===== config.mk =====
export PLATFORM = sky130hd
export DESIGN_NAME = jit_cmd_issuer
export DESIGN_NICKNAME = d
export VERILOG_FILES = /design/src/rtl/jit_pkg.sv /design/src/rtl/jit_wdog.sv /design/src/rtl/jit_cmd_issuer.sv
export SDC_FILE = /design/constraint.sdc
export NUM_CORES = 1
export LEC_CHECK = 0
export CAP_MARGIN = 20
export CORE_ASPECT_RATIO = 1.5
export CORE_MARGIN = 10
export CORE_UTILIZATION = 38
export CTS_CLUSTER_DIAMETER = 60
export DETAILED_ROUTE_END_ITERATION = 8
export SYNTH_ARGS = -nofsm -noshare
export SYNTH_HDL_FRONTEND = slang
export SYNTH_SLANG_ARGS = --single-unit

===== constraint.sdc =====
create_clock -name ACLK -period 6.55 [get_ports ACLK]
set_clock_uncertainty 0.2 [all_clocks]
set_input_delay 1.6375 -clock ACLK [delete_from_list [all_inputs] [get_ports ACLK]]
set_output_delay 1.6375 -clock ACLK [all_outputs]
set_load 0.1 [all_outputs]

===== src/rtl/jit_pkg.sv =====
// Shared constants, status codes and FSM state type for the JIT command issuer.
package jit_pkg;

  localparam logic [3:0]  TYPE_A    = 4'hA;
  localparam logic [3:0]  TYPE_B    = 4'hB;
  localparam logic [3:0]  TYPE_C    = 4'hC;
  localparam logic [15:0] RSP_MAGIC = 16'hBABE;

  localparam logic [1:0] ST_OK      = 2'd0;
  localparam logic [1:0] ST_BADRESP = 2'd1;
  localparam logic [1:0] ST_TIMEOUT = 2'd2;
  localparam logic [1:0] ST_BADACC  = 2'd3;

  typedef enum logic [2:0] {
    S_IDLE,
    S_SEND_B,
    S_SEND_C,
    S_SEND_A,
    S_WAIT_RSP,
    S_REPORT
  } issuer_state_e;

  function automatic logic [31:0] cmdWordB(input logic [3:0] acc, input logic [3:0] srcb,
                                           input logic [3:0] srca);
    return {TYPE_B, acc, 16'h0, srcb, srca};
  endfunction

  function automatic logic [31:0] cmdWordArg(input logic [3:0] typ, input logic [3:0] acc,
                                             input logic [23:0] arg);
    return {typ, acc, arg};
  endfunction

endpackage


===== src/rtl/jit_wdog.sv =====
// Response watchdog: clearable/loadable cycle counter; TIMEOUT_CYCLES=0 never expires.
module jit_wdog #(
  parameter int unsigned TIMEOUT_CYCLES = 1024
) (
  input  logic        ACLK,
  input  logic        ARESETN,
  input  logic        clr_i,
  input  logic        load_i,
  input  logic [31:0] loadVal_i,
  input  logic        en_i,
  output logic        expired_o
);

  localparam logic [31:0] LIMIT = (TIMEOUT_CYCLES == 0) ? 32'd0 : 32'(TIMEOUT_CYCLES - 1);

  logic [31:0] count_q, count_d;

  always_comb begin
    count_d = count_q;
    if (clr_i)       count_d = '0;
    else if (load_i) count_d = loadVal_i;
    else if (en_i)   count_d = count_q + 32'd1;
  end

  always_ff @(posedge ACLK) begin
    if (!ARESETN) count_q <= '0;
    else          count_q <= count_d;
  end

  assign expired_o = (TIMEOUT_CYCLES != 0) && (count_q == LIMIT);

endmodule


===== src/rtl/jit_cmd_issuer.sv =====
// Host-side JIT command issuer: job descriptor -> TYPEB/TYPEC/TYPEA words, then waits for 0xBABE.
// Optional per-accelerator route cache enabled by JIT_ISSUER_ROUTECACHE_EN.
module jit_cmd_issuer
  import jit_pkg::*;
#(
  parameter int unsigned NUM_ACCs       = 2,
  parameter int unsigned TIMEOUT_CYCLES = 1024
) (
  input  logic        ACLK,
  input  logic        ARESETN,
  input  logic        job_valid,
  output logic        job_ready,
  input  logic [3:0]  job_acc,
  input  logic [3:0]  job_srca,
  input  logic [3:0]  job_srcb,
  input  logic [23:0] job_arg,
  output logic        mC_tvalid,
  input  logic        mC_tready,
  output logic [31:0] mC_tdata,
  input  logic        sR_tvalid,
  output logic        sR_tready,
  input  logic [31:0] sR_tdata,
  output logic        busy,
  output logic        done,
  output logic [1:0]  status,
  output logic [31:0] rsp_data,
  output logic        stray
);

  issuer_state_e state_q, state_d;
  logic [3:0]  acc_q, acc_d;
  logic [23:0] arg_q, arg_d;
  logic        tvalid_q, tvalid_d;
  logic [31:0] tdata_q, tdata_d;
  logic        done_q, done_d;
  logic        stray_q, stray_d;
  logic [1:0]  status_q, status_d;
  logic [31:0] rspData_q, rspData_d;
  logic        rspReady_q;

  logic wdClr, wdEn, wdExpired;
  logic accOk, rspFire, cacheHit;

  assign accOk   = (job_acc != 4'd0) && ({28'd0, job_acc} <= NUM_ACCs);
  assign rspFire = sR_tvalid && rspReady_q;

`ifdef JIT_ISSUER_ROUTECACHE_EN
  logic [15:0] cValid_q;
  logic [7:0]  cRoute_q [16];
  logic [7:0]  route_q;

  assign cacheHit = cValid_q[job_acc] && (cRoute_q[job_acc] == {job_srcb, job_srca});

  // Entries learn the route on the B handshake and forget it when the job ends badly.
  always_ff @(posedge ACLK) begin
    if (!ARESETN) begin
      cValid_q <= '0;
    end else begin
      if (state_q == S_IDLE && job_valid) route_q <= {job_srcb, job_srca};
      if (state_q == S_SEND_B && mC_tready) begin
        cValid_q[acc_q] <= 1'b1;
        cRoute_q[acc_q] <= route_q;
      end else if (state_q == S_REPORT &&
                   (status_q == ST_BADRESP || status_q == ST_TIMEOUT)) begin
        cValid_q[acc_q] <= 1'b0;
      end
    end
  end
`else
  assign cacheHit = 1'b0;
`endif

  jit_wdog #(.TIMEOUT_CYCLES(TIMEOUT_CYCLES)) u_wdog (
    .ACLK      (ACLK),
    .ARESETN   (ARESETN),
    .clr_i     (wdClr),
    .load_i    (1'b0),
    .loadVal_i (32'd0),
    .en_i      (wdEn),
    .expired_o (wdExpired)
  );

  always_comb begin
    state_d   = state_q;
    acc_d     = acc_q;
    arg_d     = arg_q;
    tvalid_d  = tvalid_q;
    tdata_d   = tdata_q;
    done_d    = 1'b0;
    stray_d   = 1'b0;
    status_d  = status_q;
    rspData_d = rspData_q;
    wdClr     = 1'b0;
    wdEn      = 1'b0;

    case (state_q)
      S_IDLE: begin
        if (job_valid && job_ready) begin
          acc_d = job_acc;
          arg_d = job_arg;
          if (!accOk) begin
            state_d  = S_REPORT;
            status_d = ST_BADACC;
            done_d   = 1'b1;
          end else if (cacheHit) begin
            state_d  = S_SEND_C;
            tvalid_d = 1'b1;
            tdata_d  = cmdWordArg(TYPE_C, job_acc, job_arg);
          end else begin
            state_d  = S_SEND_B;
            tvalid_d = 1'b1;
            tdata_d  = cmdWordB(job_acc, job_srcb, job_srca);
          end
        end
      end
      S_SEND_B: begin
        if (mC_tready) begin
          state_d = S_SEND_C;
          tdata_d = cmdWordArg(TYPE_C, acc_q, arg_q);
        end
      end
      S_SEND_C: begin
        if (mC_tready) begin
          state_d = S_SEND_A;
          tdata_d = cmdWordArg(TYPE_A, acc_q, arg_q);
        end
      end
      S_SEND_A: begin
        if (mC_tready) begin
          state_d  = S_WAIT_RSP;
          tvalid_d = 1'b0;
        end
      end
      // A response in the expiry cycle takes priority over the timeout.
      S_WAIT_RSP: begin
        wdEn = 1'b1;
        if (rspFire) begin
          state_d   = S_REPORT;
          done_d    = 1'b1;
          rspData_d = sR_tdata;
          status_d  = (sR_tdata == {RSP_MAGIC, 12'h0, acc_q}) ? ST_OK : ST_BADRESP;
        end else if (wdExpired) begin
          state_d  = S_REPORT;
          done_d   = 1'b1;
          status_d = ST_TIMEOUT;
        end
      end
      S_REPORT: begin
        wdClr   = 1'b1;
        state_d = S_IDLE;
      end
      default: state_d = S_IDLE;
    endcase

    if (rspFire && state_q != S_WAIT_RSP) stray_d = 1'b1;
  end

  always_ff @(posedge ACLK) begin
    if (!ARESETN) begin
      state_q    <= S_IDLE;
      acc_q      <= '0;
      arg_q      <= '0;
      tvalid_q   <= 1'b0;
      tdata_q    <= '0;
      done_q     <= 1'b0;
      stray_q    <= 1'b0;
      status_q   <= ST_OK;
      rspData_q  <= '0;
      rspReady_q <= 1'b0;
    end else begin
      state_q    <= state_d;
      acc_q      <= acc_d;
      arg_q      <= arg_d;
      tvalid_q   <= tvalid_d;
      tdata_q    <= tdata_d;
      done_q     <= done_d;
      stray_q    <= stray_d;
      status_q   <= status_d;
      rspData_q  <= rspData_d;
      rspReady_q <= 1'b1;
    end
  end

  assign job_ready = (state_q == S_IDLE) && ARESETN;
  assign mC_tvalid = tvalid_q;
  assign mC_tdata  = tdata_q;
  assign sR_tready = rspReady_q;
  assign busy      = (state_q != S_IDLE);
  assign done      = done_q;
  assign status    = status_q;
  assign rsp_data  = rspData_q;
  assign stray     = stray_q;

endmodule

Yosys cells after proc, flatten, opt, wreduce, memory -nomap -nowiden
Index checks and enable logic that the tools add are counted.
{ "classes": {"reduce_logical": 18, "order_cmp": 1, "n_bitwise": 1, "addsub": 1, "n_mux": 32, "eq_ne": 15} }
{ "op_table": {"columns": ["operator", "count"], "rows": [
  ["32-bit 2-to-1 mux", 4],
  ["32-bit case mux with 3 select lines", 1],
  ["32-bit by 1-bit adder with 32-bit output, second input constant", 1],
  ["32-bit by 10-bit == test with 1-bit output, second input constant", 1],
  ["32-bit == test", 1],
  ["3-bit 2-to-1 mux", 7],
  ["3-bit case mux with 5 select lines", 1],
  ["1-bit 2-to-1 mux", 12],
  ["2-bit inequality test, second input constant", 6],
  ["5-bit AND reduction", 2],
  ["2-bit 2-to-1 mux", 4],
  ["4-bit AND reduction", 2],
  ["3-bit by 2-bit == test with 1-bit output, second input constant", 2],
  ["3-bit == test, second input constant", 2],
  ["3-bit nonzero test", 2],
  ["1-bit logical AND", 5],
  ["4-bit by 2-bit <= comparator with 1-bit output, second input constant", 1],
  ["1-bit case mux with 2 select lines", 2],
  ["2-bit case mux with 2 select lines", 1],
  ["2-bit AND reduction", 2],
  ["2-bit nonzero test", 2],
  ["4-bit nonzero test", 1],
  ["3-bit by 1-bit == test with 1-bit output, second input constant", 1],
  ["3-bit zero test", 1],
  ["other kinds (4)", 4]
]} }
{ "word_totals": {"input_bits": 73, "register_bits": 133} }

Logic depth before layout (Yosys ltp)
{ "depth": {"ltp_word": 5, "depth_mapped": 8, "mapped_depth_nobuf": 6} }

Modules after synthesis
A second synthesis with hierarchy kept.
{ "unflattened": {"cells_unflattened": 670, "hier_area_um2": 5953.2} }
{ "by_module_without_submodules": {"columns": ["mod", "cells_each", "seq_area_each_um2", "instances", "area_per_inst_um2"], "rows": [
  ["jit_cmd_issuer", 410, 2021.9, 1, 3928.8],
  ["jit_wdog", 260, 640.6, 1, 2024.4]
]} }

Worst setup path before layout
Ideal clock, no wire load.
{ "synth_path": {"path_kind": "input-to-output", "start": "input port ARESETN", "end": "output port job_ready", "t_required_ns": 4.713, "stages": 4, "n_path_buf": 2, "slack_ns": 1.409, "t_arrival_ns": 3.304, "path_cell_list": "clkbuf_8 > inv_2 > clkbuf_1 > nor2_1"} }
{ "synth_via": {"elab_chain_cells": 1} }
{ "synth_rtl": {"columns": ["element", "line", "rtl"], "rows": [
  ["start: declaration", "jit_cmd_issuer.sv:10", "input logic ARESETN,"],
  ["1-bit logical AND", "jit_cmd_issuer.sv:184", "assign job_ready = (state_q == S_IDLE) && ARESETN;"],
  ["end: declaration", "jit_cmd_issuer.sv:12", "output logic job_ready,"]
]} }
Every way passes these cells.

Worst setup path in the final report
Same ends and word-level chain as after synthesis.

==> summary.md <==
| Metric | Value |
|---|---|
| Dpl ws | `1.75 ns` |
| Final ANT Viol Nets | `0` |
| Compound-gate portion of the synthesized area | `14.3%` |
| Post-synth EDFFs | `0` |
| Post-Synth XOR/XNOR Area | `5.05%` |
| Post-synth cell types | `55` |
| Async SR Flop Fraction | `0%` |
| Core Box Area | `14,500 um^2` |
| Post-route setup slack | `1.75 ns` |
| Crit path kind | `input pin to output pin` |
| Slew Limit Headroom | `26.9%` |
| Mux cell area share after synthesis | `2.03%` |
| Cts repair resizes | `0` |
| TritonRoute pass-1 iters | `6` |
| Post-DR vias/cell | `5.10` |
| Maxcap violations | `0` |
| Cts hold-fix bufs | `0` |
| Pwr dens | `404 nW/um^2` |
| Tmin final | `4.80 ns` |
| Std cell rows | `54` |
| Syn nets | `729` |
| Least-Margin Pin Slew | `1.10 ns` |
| DR vias | `5,038` |
| Status | `complete, no violations` |
| Top FF cell, synth | `dfxtp_1` |
| H-tree depth | `4` |
| Maximum VDD drop | `0.000404 V` |
| Placed instance count | `953` |
| Post-Syn Area | `5550 um^2` |
| Layout Nets | `853` |
| First-pass GRT wire length | `24,900 um` |
| Setup crit end kind | `output pin` |
| Clk pin slew, worst setup/hold paths | `0.06 ns` |
| Syn_area_per_cell | `8.47 um^2` |
| Critical path required time | `4.71 ns` |
| IO Pins | `145` |
| Longest Clk Path Bufs | `2` |
| Clock sink count | `133` |
| Die height | `168 um` |
| Worst min-delay path category | `register to register` |
| Synth Register Bits | `133` |
| CTS tree | `yes` |
| Dpl cell area | `7020 um^2` |
| Post-DR wirelength/cell | `15.9 um` |
| Fmax | `208 MHz` |
| Crit share post-route | `73.4%` |
| Gpl congestion | `0.758` |
| Clock root buffer | `clkbuf_16` |
| Register area share after synthesis | `48.0%` |
| Slew Viols, Final | `0` |
| Detailed Place HPWL | `11,200 um` |
| Post-CTS Setup Bufs | `0` |
| Initial Util | `38.4%` |
| Final std cells w/o fill | `988` |
| Gr usage total | `15.2%` |
| Finished Core Util | `53.0%` |
| Total power | `3.10 mW` |
| Layout area overhead | `38.2%` |
| Post-Synthesis Cells | `655` |
| Drt drc | `0` |
| RSZ-0062 raised after global routing | `no` |
| Number of CTS-inserted buffers | `17` |
| Critical Path AT | `2.97 ns` |
| Largest net degree at the start of global routing | `72` |
| Synth Area in Simple Gates | `24.8%` |
| Setup Viol. Count Final | `0` |
| Worst setup SP type | `input pin` |
| Grt ovf | `0` |
| Layout cells sized above 1 | `7.20%` |
| Clock Latency Late Sink | `0.41 ns` |
| Hold violation count in the final report | `0` |
| Number of global-route vias before repair | `4,837` |
| Port Buffer Count | `144` |
| Initial antenna violation count | `0` |
| Largest family of logic cells by synthesized area | `simple AND/OR/NAND/NOR gates` |
| # diodes | `0` |
| Total Neg Setup Slack | `0 ns` |
| Detailed-route wire length | `15,700 um` |
| Final Instance Area | `7670 um^2` |
| Static leakage | `2.57 nW` |
| CP max FO | `37` |
| Die Wd | `119 um` |
| Adder-Cell Fraction of Synth Area | `0.225%` |
| Worst Hold Slack | `0.252 ns` |
| Initial DRC count | `311` |
| Die area | `19,900 um^2` |
| Yosys warning count | `0` |
-- per-layer routing --
metal | GRT usage [%] | wire, um | up-vias
met3 | 4.59 | 866 | 14
met1 | 17.9 | 6910 | 2378
met4 | 5.27 | 190 | 0
met5 | 0 | 0 | -
li1 | - | - | 2495
met2 | 25.5 | 7710 | 151
-- cells by family after synthesis --
logic type | after synthesis
xor+xnor | 32
buf+inv | 56
compound gates | 122
flops | 133
simple gates | 300
fa+ha+maj | 1
mux | 11
-- critical path, cell delays in order --
cell and delay, ns:
clkdlybuf4s50_1 0.46, buf_4 0.37, inv_2 0.06, nor2_1 0.20
buf_12 0.21
-- layout make-up --
class | instances | area, um^2
Timing Repair Buffer | 151 | 1560
Sequential cell | 133 | 2660
Fill cell | 1390 | 6790
Clock inverter | 13 | 151
Clock buffer | 19 | 433
Tap cell | 196 | 245
Inverter | 10 | 37.5
Multi-Input combinational cell | 466 | 2580
-- placed cells by master (no fill, tap or decap), drive strengths merged, types with 4 or more instances in the layout --
master	instances
nand3	9
clkbuf	19
nand2	142
a211oi	11
xor2	4
xnor2	28
a311oi	5
nand4	11
o21ai	38
or3	5
a21oi	38
nor2	73
and2	4
a22oi	18
inv	13
and4	5
or4	4
nor3	14
nor4b	4
nor4	15
buf	8
clkdlybuf4s50	143
dfxtp	133
clkinv	5
mux2i	9
-- registers in the layout, indices dropped and copies added (netlist names), 2 cells and up --
signal,cells
arg_q,24
status,2
acc_q,4
state_q,3
rsp_data,32
mC_tdata,32
u_wdog.count_q,32
-- worst paths after layout --
path                                      endpoint  cells after the start        start  slack, ns
worst max-delay path                     job_ready                      5      ARESETN       1.75
worst min register to register         rsp_data[3]                      2  rsp_data[3]       0.25
worst min-delay path                   rsp_data[3]                      2  rsp_data[3]       0.25
worst max register to register  u_wdog.count_q[31]                      5   state_q[2]       3.38
-- power by group --
part	internal [mW]	total (mW)	switching, mW
Combinational	0.324	1.15	0.825
Sequential	0.922	1.02	0.0971
Clock	0.566	0.928	0.362
-- cell usage after synthesis (all sizes together) (9+ instances only) --
| cell type | count | area, um^2 |
|---|---|---|
| dfxtp | 133 | 2660 |
| nor3 | 14 | 70.1 |
| inv | 10 | 37.5 |
| nor4 | 15 | 93.8 |
| nand3 | 9 | 45.0 |
| nand2 | 142 | 533 |
| nor2 | 73 | 274 |
| a22oi | 18 | 135 |
| xnor2 | 28 | 245 |
| a211oi | 11 | 113 |
| buf | 10 | 103 |
| a21oi | 38 | 190 |
| clkbuf | 36 | 169 |
| mux2i | 9 | 90.1 |
| nand4 | 11 | 81.3 |
| o21ai | 38 | 190 |
No activity file was read; power rests on OpenSTA's default activity.
